==> src/rtl/pg_pkg.sv <==
// Shared power-gating definitions: state encoding used by the sequencer,
// the power-management status registers and the debug bus.
package pg_pkg;

  localparam int PG_STATE_W = 3;

  typedef enum logic [PG_STATE_W-1:0] {
    PG_ON      = 3'd0,
    PG_SAVE    = 3'd1,
    PG_ISO     = 3'd2,
    PG_PDN     = 3'd3,
    PG_OFF     = 3'd4,
    PG_PUP     = 3'd5,
    PG_DEISO   = 3'd6,
    PG_RESTORE = 3'd7
  } pg_state_e;

  function automatic int pg_max4(input int a, input int b, input int c, input int d);
    int m;
    m = a;
    if (b > m) m = b; else m = m;
    if (c > m) m = c; else m = m;
    if (d > m) m = d; else m = m;
    return m;
  endfunction

endpackage

==> src/rtl/pg_delay_counter.sv <==
// Loadable saturating down-counter; expired is high while the count is zero.
// Shared by every timed state of the power-gating sequencer.
module pg_delay_counter #(
  parameter int W = 5
) (
  input  logic         clk,
  input  logic         rst_n,
  input  logic         load,
  input  logic [W-1:0] load_val,
  output logic         expired
);

  logic [W-1:0] cnt_q;
  logic [W-1:0] cnt_d;

  // Next count: reload on strobe, otherwise count down and hold at zero.
  always_comb begin
    cnt_d = cnt_q;
    if (load) begin
      cnt_d = load_val;
    end else if (cnt_q != {W{1'b0}}) begin
      cnt_d = cnt_q - W'(1);
    end else begin
      cnt_d = cnt_q;
    end
  end

  // Count register.
  always_ff @(posedge clk or negedge rst_n) begin
    if (!rst_n) cnt_q <= {W{1'b0}};
    else        cnt_q <= cnt_d;
  end

  assign expired = (cnt_q == {W{1'b0}});

endmodule

==> src/rtl/pg_sequencer.sv <==
// Power-gating sequencer: save, isolate, switch off; then switch on, settle,
// de-isolate, restore. Macro PG_ACK_TIMEOUT_EN enables the save-ack timeout/abort.
module pg_sequencer
  import pg_pkg::*;
#(
  parameter int ACK_TIMEOUT    = 16,
  parameter int ISO_SETUP      = 2,
  parameter int PWR_SETTLE     = 8,
  parameter int RESTORE_CYCLES = 2
) (
  input  logic       clk,
  input  logic       rst_n,
  input  logic       sleep_req,
  input  logic       wake_req,
  input  logic       ack_from_block,
  output logic       save_state,
  output logic       iso_en,
  output logic       pwr_en,
  output logic       restore_state,
  output logic       domain_on,
  output logic       abort_pulse,
  output logic [2:0] pg_state
);

  localparam int CNT_W = $clog2(pg_max4(ACK_TIMEOUT, ISO_SETUP, PWR_SETTLE, RESTORE_CYCLES)) + 1;

  pg_state_e  state_q, state_d;
  logic       save_q, save_d, iso_q, iso_d, pwr_q, pwr_d;
  logic       restore_q, restore_d, dom_q, dom_d, abort_q, abort_d;
  logic       cnt_load;
  logic [CNT_W-1:0] cnt_val;
  logic       cnt_expired;

  pg_delay_counter #(.W(CNT_W)) u_delay (
    .clk      (clk),
    .rst_n    (rst_n),
    .load     (cnt_load),
    .load_val (cnt_val),
    .expired  (cnt_expired)
  );

  // Next-state selection.
  always_comb begin
    state_d = state_q;
    abort_d = 1'b0;
    case (state_q)
      PG_ON:      if (sleep_req) state_d = PG_SAVE; else state_d = PG_ON;
      PG_SAVE: begin
        if (ack_from_block) begin
          state_d = PG_ISO;
        end else begin
`ifdef PG_ACK_TIMEOUT_EN
          if (cnt_expired) begin
            state_d = PG_ON;
            abort_d = 1'b1;
          end else begin
            state_d = PG_SAVE;
          end
`else
          state_d = PG_SAVE;
`endif
        end
      end
      PG_ISO:     if (cnt_expired) state_d = PG_PDN;     else state_d = PG_ISO;
      PG_PDN:     if (cnt_expired) state_d = PG_OFF;     else state_d = PG_PDN;
      PG_OFF:     if (wake_req)    state_d = PG_PUP;     else state_d = PG_OFF;
      PG_PUP:     if (cnt_expired) state_d = PG_DEISO;   else state_d = PG_PUP;
      PG_DEISO:   if (cnt_expired) state_d = PG_RESTORE; else state_d = PG_DEISO;
      PG_RESTORE: if (cnt_expired) state_d = PG_ON;      else state_d = PG_RESTORE;
      default:    state_d = PG_ON;
    endcase
  end

  // Counter reload and Moore outputs, all keyed on the state being entered
  // so the output flops line up with the state register.
  always_comb begin
    cnt_load  = (state_d != state_q);
    cnt_val   = {CNT_W{1'b0}};
    save_d    = 1'b0;
    iso_d     = 1'b0;
    pwr_d     = 1'b1;
    restore_d = 1'b0;
    dom_d     = 1'b0;
    case (state_d)
      PG_ON:      dom_d = 1'b1;
      PG_SAVE: begin
        save_d  = 1'b1;
        cnt_val = CNT_W'(ACK_TIMEOUT - 1);
      end
      PG_ISO: begin
        iso_d   = 1'b1;
        cnt_val = CNT_W'(ISO_SETUP - 1);
      end
      PG_PDN: begin
        iso_d = 1'b1;
        pwr_d = 1'b0;
      end
      PG_OFF: begin
        iso_d = 1'b1;
        pwr_d = 1'b0;
      end
      PG_PUP: begin
        iso_d   = 1'b1;
        cnt_val = CNT_W'(PWR_SETTLE - 1);
      end
      PG_DEISO: begin
        iso_d   = 1'b1;
        cnt_val = CNT_W'(ISO_SETUP - 1);
      end
      PG_RESTORE: begin
        restore_d = 1'b1;
        cnt_val   = CNT_W'(RESTORE_CYCLES - 1);
      end
      default: begin
        iso_d = 1'b0;
        pwr_d = 1'b1;
      end
    endcase
  end

  // State and output registers; reset lands in ON with power up.
  always_ff @(posedge clk or negedge rst_n) begin
    if (!rst_n) begin
      state_q   <= PG_ON;
      save_q    <= 1'b0;
      iso_q     <= 1'b0;
      pwr_q     <= 1'b1;
      restore_q <= 1'b0;
      dom_q     <= 1'b1;
      abort_q   <= 1'b0;
    end else begin
      state_q   <= state_d;
      save_q    <= save_d;
      iso_q     <= iso_d;
      pwr_q     <= pwr_d;
      restore_q <= restore_d;
      dom_q     <= dom_d;
      abort_q   <= abort_d;
    end
  end

  assign save_state    = save_q;
  assign iso_en        = iso_q;
  assign pwr_en        = pwr_q;
  assign restore_state = restore_q;
  assign domain_on     = dom_q;
  assign abort_pulse   = abort_q;
  assign pg_state      = state_q;

endmodule

==> config.mk <==
export PLATFORM = sky130hd
export DESIGN_NAME = pg_sequencer
export DESIGN_NICKNAME = d
export VERILOG_FILES = /design/src/rtl/pg_pkg.sv /design/src/rtl/pg_delay_counter.sv /design/src/rtl/pg_sequencer.sv
export SDC_FILE = /design/constraint.sdc
export NUM_CORES = 1
export LEC_CHECK = 0
export ABC_AREA = 1
export BUFFER_PORTS_ARGS = -buffer_cell sky130_fd_sc_hd__buf_2
export CORE_MARGIN = 4
export CORE_UTILIZATION = 52
export CTS_CLUSTER_DIAMETER = 150
export DETAILED_ROUTE_END_ITERATION = 6
export HOLD_SLACK_MARGIN = 0.15
export PLACE_DENSITY = 0.73
export SYNTH_ARGS = -nofsm -noshare
export SYNTH_HDL_FRONTEND = slang
export SYNTH_HIERARCHICAL = 1
export SYNTH_SLANG_ARGS = --single-unit
==> constraint.sdc <==
create_clock -name clk -period 2.9 [get_ports clk]
set_clock_uncertainty 0.05 [all_clocks]
set_input_delay 0.725 -clock clk [delete_from_list [all_inputs] [get_ports clk]]
set_output_delay 0.725 -clock clk [all_outputs]
set_load 0.05 [all_outputs]
======== Word-level counts from Yosys, hierarchy flattened ========
Cells that the tools add are included.
storage, ports and cells
  register bits after elaboration ......... 13
  output and inout bits ................... 9
  logic and storage cells ................. 48
cells by class
  add/sub/neg operators ................... 1
  eq/ne operators ......................... 15
  multiplexer cells ....................... 17
  reduce and logical (&&, ||, !) cells .... 8
operator list
  cell                                                                count
  3-bit == test, second input constant                                8
  3-bit case mux with 8 select lines                                  1
  3-bit by 2-bit == test with 1-bit output, second input constant     4
  4-bit case mux with 3 select lines                                  1
  5-bit two-way mux                                                   2
  1-bit two-way mux                                                   9
  3-bit by 1-bit == test with 1-bit output, second input constant     2
  3-bit logical NOT                                                   2
  3-bit two-way mux                                                   2
  5-bit logical NOT                                                   1
  5-bit nonzero test                                                  1
  5-bit OR reduction                                                  1
  5-bit by 1-bit subtractor with 5-bit output, second input constant  1
  2-bit two-way mux                                                   2
  3-bit != test                                                       1
  3-bit OR reduction                                                  1
  2-bit nonzero test                                                  1
  2-bit OR reduction                                                  1

======== Logic depth before layout (Yosys ltp) ========
Gate-level depths: netlist of run 1.
  depth in word-level cells ............... 7
  gate-level depth with buffers ........... 16
  gate-level depth less buffers ........... 16

======== By module ========
Netlist of run 1, hierarchy kept.
by module, submodules not included
  module            instances  cells an instance  area an instance (sq um)  seq. area each (sq um)
  pg_sequencer      1          64                 462.9                     202.7
  pg_delay_counter  1          39                 302.8                     125.1

======== Worst setup path before layout of run 1 ========
Ideal clock, no wire load.
  kind .................................... register to register
  start point ............................. register u_delay.cnt_q[0]
  end point ............................... register u_delay.cnt_q[0]
  library setup time ...................... 0.122 ns
  data arrival time ....................... 1.902 ns
  data required time ...................... 2.728 ns
  setup slack ............................. 0.826 ns
  cell stages (with the launch flop) ...... 16
  path buffers ............................ 0
  clock period less this slack ............ 2.074 ns
  cells stage by stage .................... dfrtp_1 inv_1 ha_1 nand3_2 inv_1 nor2_2 nand2_1 nand2_1 nor2_1 nand2_2 nand3_1 nand3_1 inv_2 nand4_2 nand2_1 o21ai_1
RTL lines
  element                                                         line                    source
  start: declaration                                              pg_delay_counter.sv:13  logic [W-1:0] cnt_q;
  start signal: assignment                                        pg_delay_counter.sv:30  if (!rst_n) cnt_q <= {W{1'b0}};
  start signal: assignment                                        pg_delay_counter.sv:31  else cnt_q <= cnt_d;
  5-bit logical NOT (*)                                           pg_delay_counter.sv:34  assign expired = (cnt_q == {W{1'b0}});
  via cnt_expired                                                 pg_sequencer.sv:32      logic cnt_expired;
  3-bit two-way mux (tied with other cells)                       pg_sequencer.sv:69      PG_RESTORE: if (cnt_expired) state_d = PG_ON; else state_d = PG_RESTORE;
  3-bit case mux with 8 select lines (*)                          pg_sequencer.sv:46      case (state_q)
  3-bit != test (*)                                               pg_sequencer.sv:77      cnt_load = (state_d != state_q);
  via cnt_load                                                    pg_sequencer.sv:30      logic cnt_load;
  5-bit two-way mux / 2-bit nonzero test (equally long branches)  --
The timed path passes the listed nets; every way through them passes the cells marked *. The select of a mux whose other input is x is not followed.
A chain may end at the register's enable or synchronous reset.

======== Final worst setup path of run 1 ========
Same ends and word-level chain as after synthesis.

==> results_dict.tcl, run 1 <==
set metrics [dict create \
    area_growth_pct 13.2 \
    yosys_warnings 6 \
    cts.clk_slew.worst_paths_ns 0.08 \
    crit_arrival_ns 2.57 \
    io_buffers 12 \
    synthMostInstantiatedCell "nand2_1" \
    cpPeakStageDelay_ns 0.38 \
    cts_tree "yes" \
    yosys.area.top_type "dfrtp_1" \
    critPathMostFrequentCell "nand2_1" \
    totalNegativeSetupSlack_ns 0 \
    dieArea_sq_mm 0.00215 \
    ys_top_cells_by_area "dfrtp_1 36%, nand2_1 16%, dfstp_2 6.9%" \
    drtIter0Drc 12 \
    setup.worst_path.end_class "flop" \
    period_needed_ns 2.46 \
    fin_nets 126 \
    ys.flop_type "dfrtp_1" \
    drc 0 \
    grt_pass1_vias 624 \
    cts_resized 0 \
    gp_congestion 0.874 \
    synthTopCellsByCount "32 x nand2_1, 11 x dfrtp_1, 8 x inv_1, 8 x nor2_1" \
    cts.htree.levels 1 \
    dr.pass1.iters 4 \
    grt_pass1_wl_mm 2.66 \
    fillers 116 \
    synth-edff-count 0 \
    yosysTopAreaCellShare_pct 35.9 \
    rows 13 \
    crit_chain "inv_1 > ha_1 > nand3_2 > inv_1 > nor2_2 > nand2_1 > nand2_1 > nor2_1 > nand2_2 > nand3_1 > nand3_1 > inv_2 > nand4_2 > nand2_1 > o21ai_1" \
    grt_usage_pct 17.8 \
    critPathRequiredTime_ns 3.01 \
    period_share_pct 84.7 \
    setup_slack_ns 0.445 \
    startpoint_type "flop" \
    ioPinCount 14 \
    crit_slowest_cell "dfrtp_1" \
    clockBufferDepth 2 \
    start_util_pct 56.7 \
    ys_ff_latch 13 \
    drv_cap 0 \
    coreArea_sq_mm 0.00135 \
    grt_max_degree 14 \
    synth_cells 103 \
    fmax_mhz 407 \
    path_class "reg -> reg" \
    drtAntennaViolNets 0 \
    synth_area_sq_um 766 \
    numCtsBuffers 3 \
    viasPerCell 5.13 \
    dp_slack_ns 0.506 \
    cts_setup_buffers 0 \
    die_w_um 46.4 \
    hold_viol_final 0 \
    place_hpwl_mm 1.13 \
    cts_hold_buffers 0 \
    postSynthAreaPerCell_sq_um 7.43 \
    outcome "completed" \
    ys_seq_area_share_pct 42.8 \
    wire_per_inst_um 11.5 \
    num_vias 688 \
    crit_family "simple AND/OR/NAND/NOR gates" \
    drive_above_1_share_pct 28.6 \
    wirelength_mm 1.54 \
    antenna_found_initial 0 \
    clock-sinks 13 \
    cp_max_fo 8 \
    ys_types 24 \
    finalSetupViolations 0 \
    overflow 0 \
    rsz0062_at_grt "no" \
    cts.root.buffer_cell "clkbuf_4" \
    drv_slew 0 \
    clock_latency_ns 0.28 \
    async_flop_share_pct 100 \
    die-height_um 46.4 \
    hold_class "in -> async" \
    diodes 0 \
    crit_buf_inv 3 \
]
-- cell type report --
cell class	instances	area [sq um]	share of cell area, %
Timing Repair Buffer	12	60.1	6.93
Clock buffer	4	26.3	3.03
Tap cell	15	18.8	2.16
Inverter	14	52.6	6.06
Multi-Input combinational cell	76	382	44.0
Sequential cell	13	328	37.8
-- flip-flops by register name, indices dropped and copies added, names as in the netlist --
name,flops
save_state,1
domain_on,1
u_delay/cnt_q,5
restore_state,1
iso_en,1
pg_state,3
pwr_en,1
-- logic make-up (layout without fill, tap and decap cells) --
family                   Yosys count  after routing  synth area share, %
AND/OR/NAND/NOR                   61             61                 37.4
other                              1              2                0.490
XOR/XNOR                           1              1                 1.14
flip-flops                        13             13                 42.8
buffers and inverters             15             30                 7.84
adder cells (fa/ha/maj)            1              1                 1.63
AO/OA/AOI/OAI                     11             11                 8.66
-- worst reg2reg max path, stage by stage, from the launching register on --
cell	delay (ns)
dfrtp_1	0.38
inv_1	0.13
ha_1	0.30
nand3_2	0.13
inv_1	0.19
nor2_2	0.09
nand2_1	0.07
nand2_1	0.05
nor2_1	0.12
nand2_2	0.09
nand3_1	0.08
nand3_1	0.21
inv_2	0.16
nand4_2	0.15
nand2_1	0.08
o21ai_1	0.06
-- final timing paths --
path	cells past startpoint	to	start	slack, ns
worst max-delay path	15	u_delay/cnt_q[0]	u_delay/cnt_q[0]	0.44
worst min-delay path	1	pg_state[2]	rst_n	0.26
worst max register to register	15	u_delay/cnt_q[0]	u_delay/cnt_q[0]	0.44
worst min register to register	2	u_delay/cnt_q[4]	u_delay/cnt_q[4]	0.46
max in group asynchronous	1	domain_on	rst_n	2.27
min in group clk	2	u_delay/cnt_q[4]	u_delay/cnt_q[4]	0.46
-- placed cells by master (no fill, tap or decap) --
| cell | count |
|---|---|
| or2_2 | 1 |
| o21ai_1 | 4 |
| nand2_2 | 4 |
| nor2_1 | 8 |
| nor3_1 | 3 |
| inv_2 | 6 |
| o21ai_0 | 4 |
| dfstp_2 | 2 |
| nor2_4 | 1 |
| nor2_2 | 2 |
| buf_2 | 12 |
| a21oi_1 | 2 |
| inv_1 | 8 |
| dfrtp_1 | 11 |
| ha_1 | 1 |
| nand4_2 | 1 |
| clkbuf_1 | 1 |
| nand3b_1 | 1 |
| nand3_1 | 6 |
| nand3_2 | 1 |
| nand2_1 | 32 |
| xnor2_1 | 1 |
| conb_1 | 2 |
| nand4_1 | 1 |
| clkbuf_4 | 3 |
| o21ai_4 | 1 |
-- through the flow --
stage                     std cells  hold WS, ns  utilization [%]  cell area (sq um)
final                           134        0.259             64.2                867
after floorplan                 104        0.379                -                769
after global placement          130        0.446             62.3                841
after detailed placement        130        0.442             62.3                841
after global routing            134        0.258             64.2                867
after CTS                       134        0.266             64.2                867
-- routing by layer --
layer  GRT usage [%]  vias up  part of all wire, %
met1            22.4      311                   49
met2            26.9       19                   44
li1                -      354                    -
met3            5.86        4                  5.6
met4            9.09        0                  1.4
met5               0        -                    0
Power of run 1 is not shown: default switching activity piles up to over one toggle a cycle in this logic, so the estimate is an artifact.
==> run 2: changes to the inputs <==
--- a/config.mk
+++ b/config.mk
@@ -5,14 +5,14 @@
 export SDC_FILE = /design/constraint.sdc
 export NUM_CORES = 1
 export LEC_CHECK = 0
-export ABC_AREA = 1
+export ABC_AREA = 0
 export BUFFER_PORTS_ARGS = -buffer_cell sky130_fd_sc_hd__buf_2
 export CORE_MARGIN = 4
-export CORE_UTILIZATION = 52
+export CORE_UTILIZATION = 47
 export CTS_CLUSTER_DIAMETER = 150
 export DETAILED_ROUTE_END_ITERATION = 6
 export HOLD_SLACK_MARGIN = 0.15
-export PLACE_DENSITY = 0.73
+export PLACE_DENSITY = 0.7
 export SYNTH_ARGS = -nofsm -noshare
 export SYNTH_HDL_FRONTEND = slang
 export SYNTH_HIERARCHICAL = 1
==> constraint.sdc (replaced) <==
create_clock -name clk -period 2.15 [get_ports clk]
set_clock_uncertainty 0.05 [all_clocks]
set_input_delay 0.5375 -clock clk [delete_from_list [all_inputs] [get_ports clk]]
set_output_delay 0.5375 -clock clk [all_outputs]
set_load 0.05 [all_outputs]
==> results_dict.tcl, run 2 <==
set metrics [dict create \
    die-height_um 47.9 \
    reg2reg_setup_slack_ns 0.16 \
    yosysTopAreaCellShare_pct 36.8 \
    ioPinCount 14 \
    grt_usage_pct 14.0 \
    synth-edff-count 0 \
    drc 0 \
    yosys_warnings 6 \
    synth_cells 76 \
    r2r_cells 9 \
    finalSetupViolations 0 \
    clockBufferDepth 2 \
    min_from "u_delay/cnt_q[4]" \
    hold_viol_final 0 \
    rows 14 \
    path_class "reg -> reg" \
    overflow 0 \
    fin_nets 102 \
    synthMostInstantiatedCell "dfrtp_1" \
    cts_tree "yes" \
    critPathRequiredTime_ns 2.28 \
    met1Wirelength_um 585 \
    r2r_start "u_delay/cnt_q[0]" \
    final_common_cell "buf_2" \
    place_hpwl_mm 1.03 \
    cts_setup_buffers 0 \
    dr_wl_met3_um 83 \
    io_buffers 12 \
    dieArea_sq_mm 0.00229 \
    startpoint_type "flop" \
    totalNegativeSetupSlack_ns 0 \
    hold_class "reg -> reg" \
    cts.clk_slew.worst_paths_ns 0.08 \
    fillers 131 \
    highest_layer "met4" \
    reg2reg_to "u_delay/cnt_q[2]" \
    gp_congestion 0.814 \
    wire_per_inst_um 12.0 \
    grt_pass1_vias 568 \
    synth_area_sq_um 748 \
    drv_slew 0 \
    whs_path_depth 2 \
    wl_met2_um 649 \
    viasPerCell 5.47 \
    clock-sinks 13 \
    die_w_um 47.9 \
    coreArea_sq_mm 0.00151 \
    num_vias 607 \
    drive_above_1_share_pct 34.7 \
    ys_top_cells_by_area "dfrtp_1 37%, dfstp_2 7.0%, xnor2_1 5.9%" \
    clock_latency_ns 0.27 \
    postSynthAreaPerCell_sq_um 9.84 \
    holdPathEnd "u_delay/cnt_q[4]" \
    cts.htree.levels 1 \
    fmax_mhz 502 \
    synthTopCellsByCount "11 x dfrtp_1, 8 x nand2_1, 5 x inv_1, 5 x xnor2_1, 4 x nor2_1" \
    layout_common_cells "12 x buf_2, 11 x dfrtp_1, 8 x nand2_1" \
    numCtsBuffers 3 \
    setup.worst_path.end_class "flop" \
    async_flop_share_pct 100 \
    regMostFlops "u_delay/cnt_q" \
    grt_max_degree 14 \
    wirelength_mm 1.33 \
    antenna_found_initial 0 \
    ys_ff_latch 13 \
    dr.pass1.iters 4 \
    period_share_pct 92.6 \
    drtAntennaViolNets 0 \
    period_needed_ns 1.99 \
    grt_pass1_wl_mm 2.25 \
    drtIter0Drc 5 \
    ys_seq_area_share_pct 43.8 \
    area_growth_pct 19.9 \
    cts.root.buffer_cell "clkbuf_4" \
    seq_area_sq_um 328 \
    crit_arrival_ns 2.12 \
    multi_input_area_sq_um 389 \
    ys.flop_type "dfrtp_1" \
    start_util_pct 49.7 \
    rsz0062_at_grt "no" \
    yosys.area.top_type "dfrtp_1" \
    diodes 0 \
    ys_types 35 \
    cp_max_fo 7 \
    drv_cap 0 \
    outcome "completed" \
    largest_reg_flops 5 \
]
-- run 2: cell count changes in the layout (fill, tap and decap cells not counted), sizes merged, moves of 3 or more --
cell / before / now
a31oi: 0 / 3
buf: 12 / 18
inv: 14 / 5
nand2: 36 / 8
nand3: 7 / 2
nor2: 11 / 4
o21ai: 9 / 4
o31ai: 0 / 3
xnor2: 1 / 5
-- run 2: worst max path at each step --
| stage | start | to | slack, ns | cells after the start |
|---|---|---|---|---|
| 3_5_place_dp | u_delay/cnt_q[0] | u_delay/cnt_q[0] | 0.14 | 9 |
| 6_report | u_delay/cnt_q[0] | u_delay/cnt_q[2] | 0.16 | 9 |
| 3_3_place_gp | u_delay/cnt_q[0] | u_delay/cnt_q[0] | 0.15 | 9 |
| 4_1_cts | u_delay/cnt_q[0] | u_delay/cnt_q[0] | 0.12 | 9 |
| 2_1_floorplan | u_delay/cnt_q[0] | u_delay/cnt_q[2] | 0.06 | 8 |
| 5_1_grt | u_delay/cnt_q[1] | u_delay/cnt_q[2] | 0.01 | 9 |
-- run 2: logic make-up (layout without fill, tap and decap cells) --
| group | after synthesis | after routing | share of synthesized area (%) |
|---|---|---|---|
| muxes | 1 | 1 | 1.50 |
| xor gates and xnor gates | 5 | 5 | 5.85 |
| other | 1 | 2 | 0.501 |
| AOI/OAI and AO/OA | 20 | 20 | 19.6 |
| adders and majority gates | 1 | 1 | 1.67 |
| DFF | 13 | 13 | 43.8 |
| and+or+nand+nor | 25 | 25 | 20.4 |
| buffers and inverters | 10 | 28 | 6.69 |
-- run 2: cell type report --
type | instances | area share, %
flip-flops and latches | 13 | 36.5
multi-input cells | 54 | 43.4
clock buffers | 4 | 2.93
repair buffers | 19 | 12.8
inverters | 5 | 2.09
well taps | 16 | 2.23
-- run 2: per-layer routing --
| metal | global-route usage, % | vias up |
|---|---|---|
| li1 | - | 307 |
| met1 | 15.6 | 287 |
| met2 | 24.3 | 11 |
| met3 | 6.39 | 2 |
| met4 | 3.23 | 0 |
| met5 | 0 | - |
-- run 2: through the flow --
stage / hold slack [ns] / setup WS (ns) / cell area (sq um) / cells / util [%]
after CTS: 0.554 / 0.118 / 882 / 111 / 58.6
after global placement: 0.387 / 0.146 / 846 / 106 / 56.1
final: 0.542 / 0.158 / 897 / 111 / 59.6
after detailed placement: 0.388 / 0.141 / 846 / 106 / 56.1
after floorplan: 0.192 / 0.0620 / 753 / 77 / -
after global routing: 0.582 / 0.0123 / 897 / 111 / 59.6
-- run 2: timing repair --
item	in CTS	in global routing
hold endpoints to repair	11	0
setup endpoints to repair	0	3
resized for setup	0	5
hold buffers	1	0
-- run 2: worst max-delay path: stages (launching register included) --
cell     delay (ns)
dfrtp_1        0.38
inv_1          0.09
ha_2           0.22
nor4b_4        0.35
and2_4         0.22
a221o_1        0.20
inv_1          0.07
a21oi_1        0.16
nand2_1        0.10
o31ai_2        0.06
Power of run 2 is left out for the same reason.
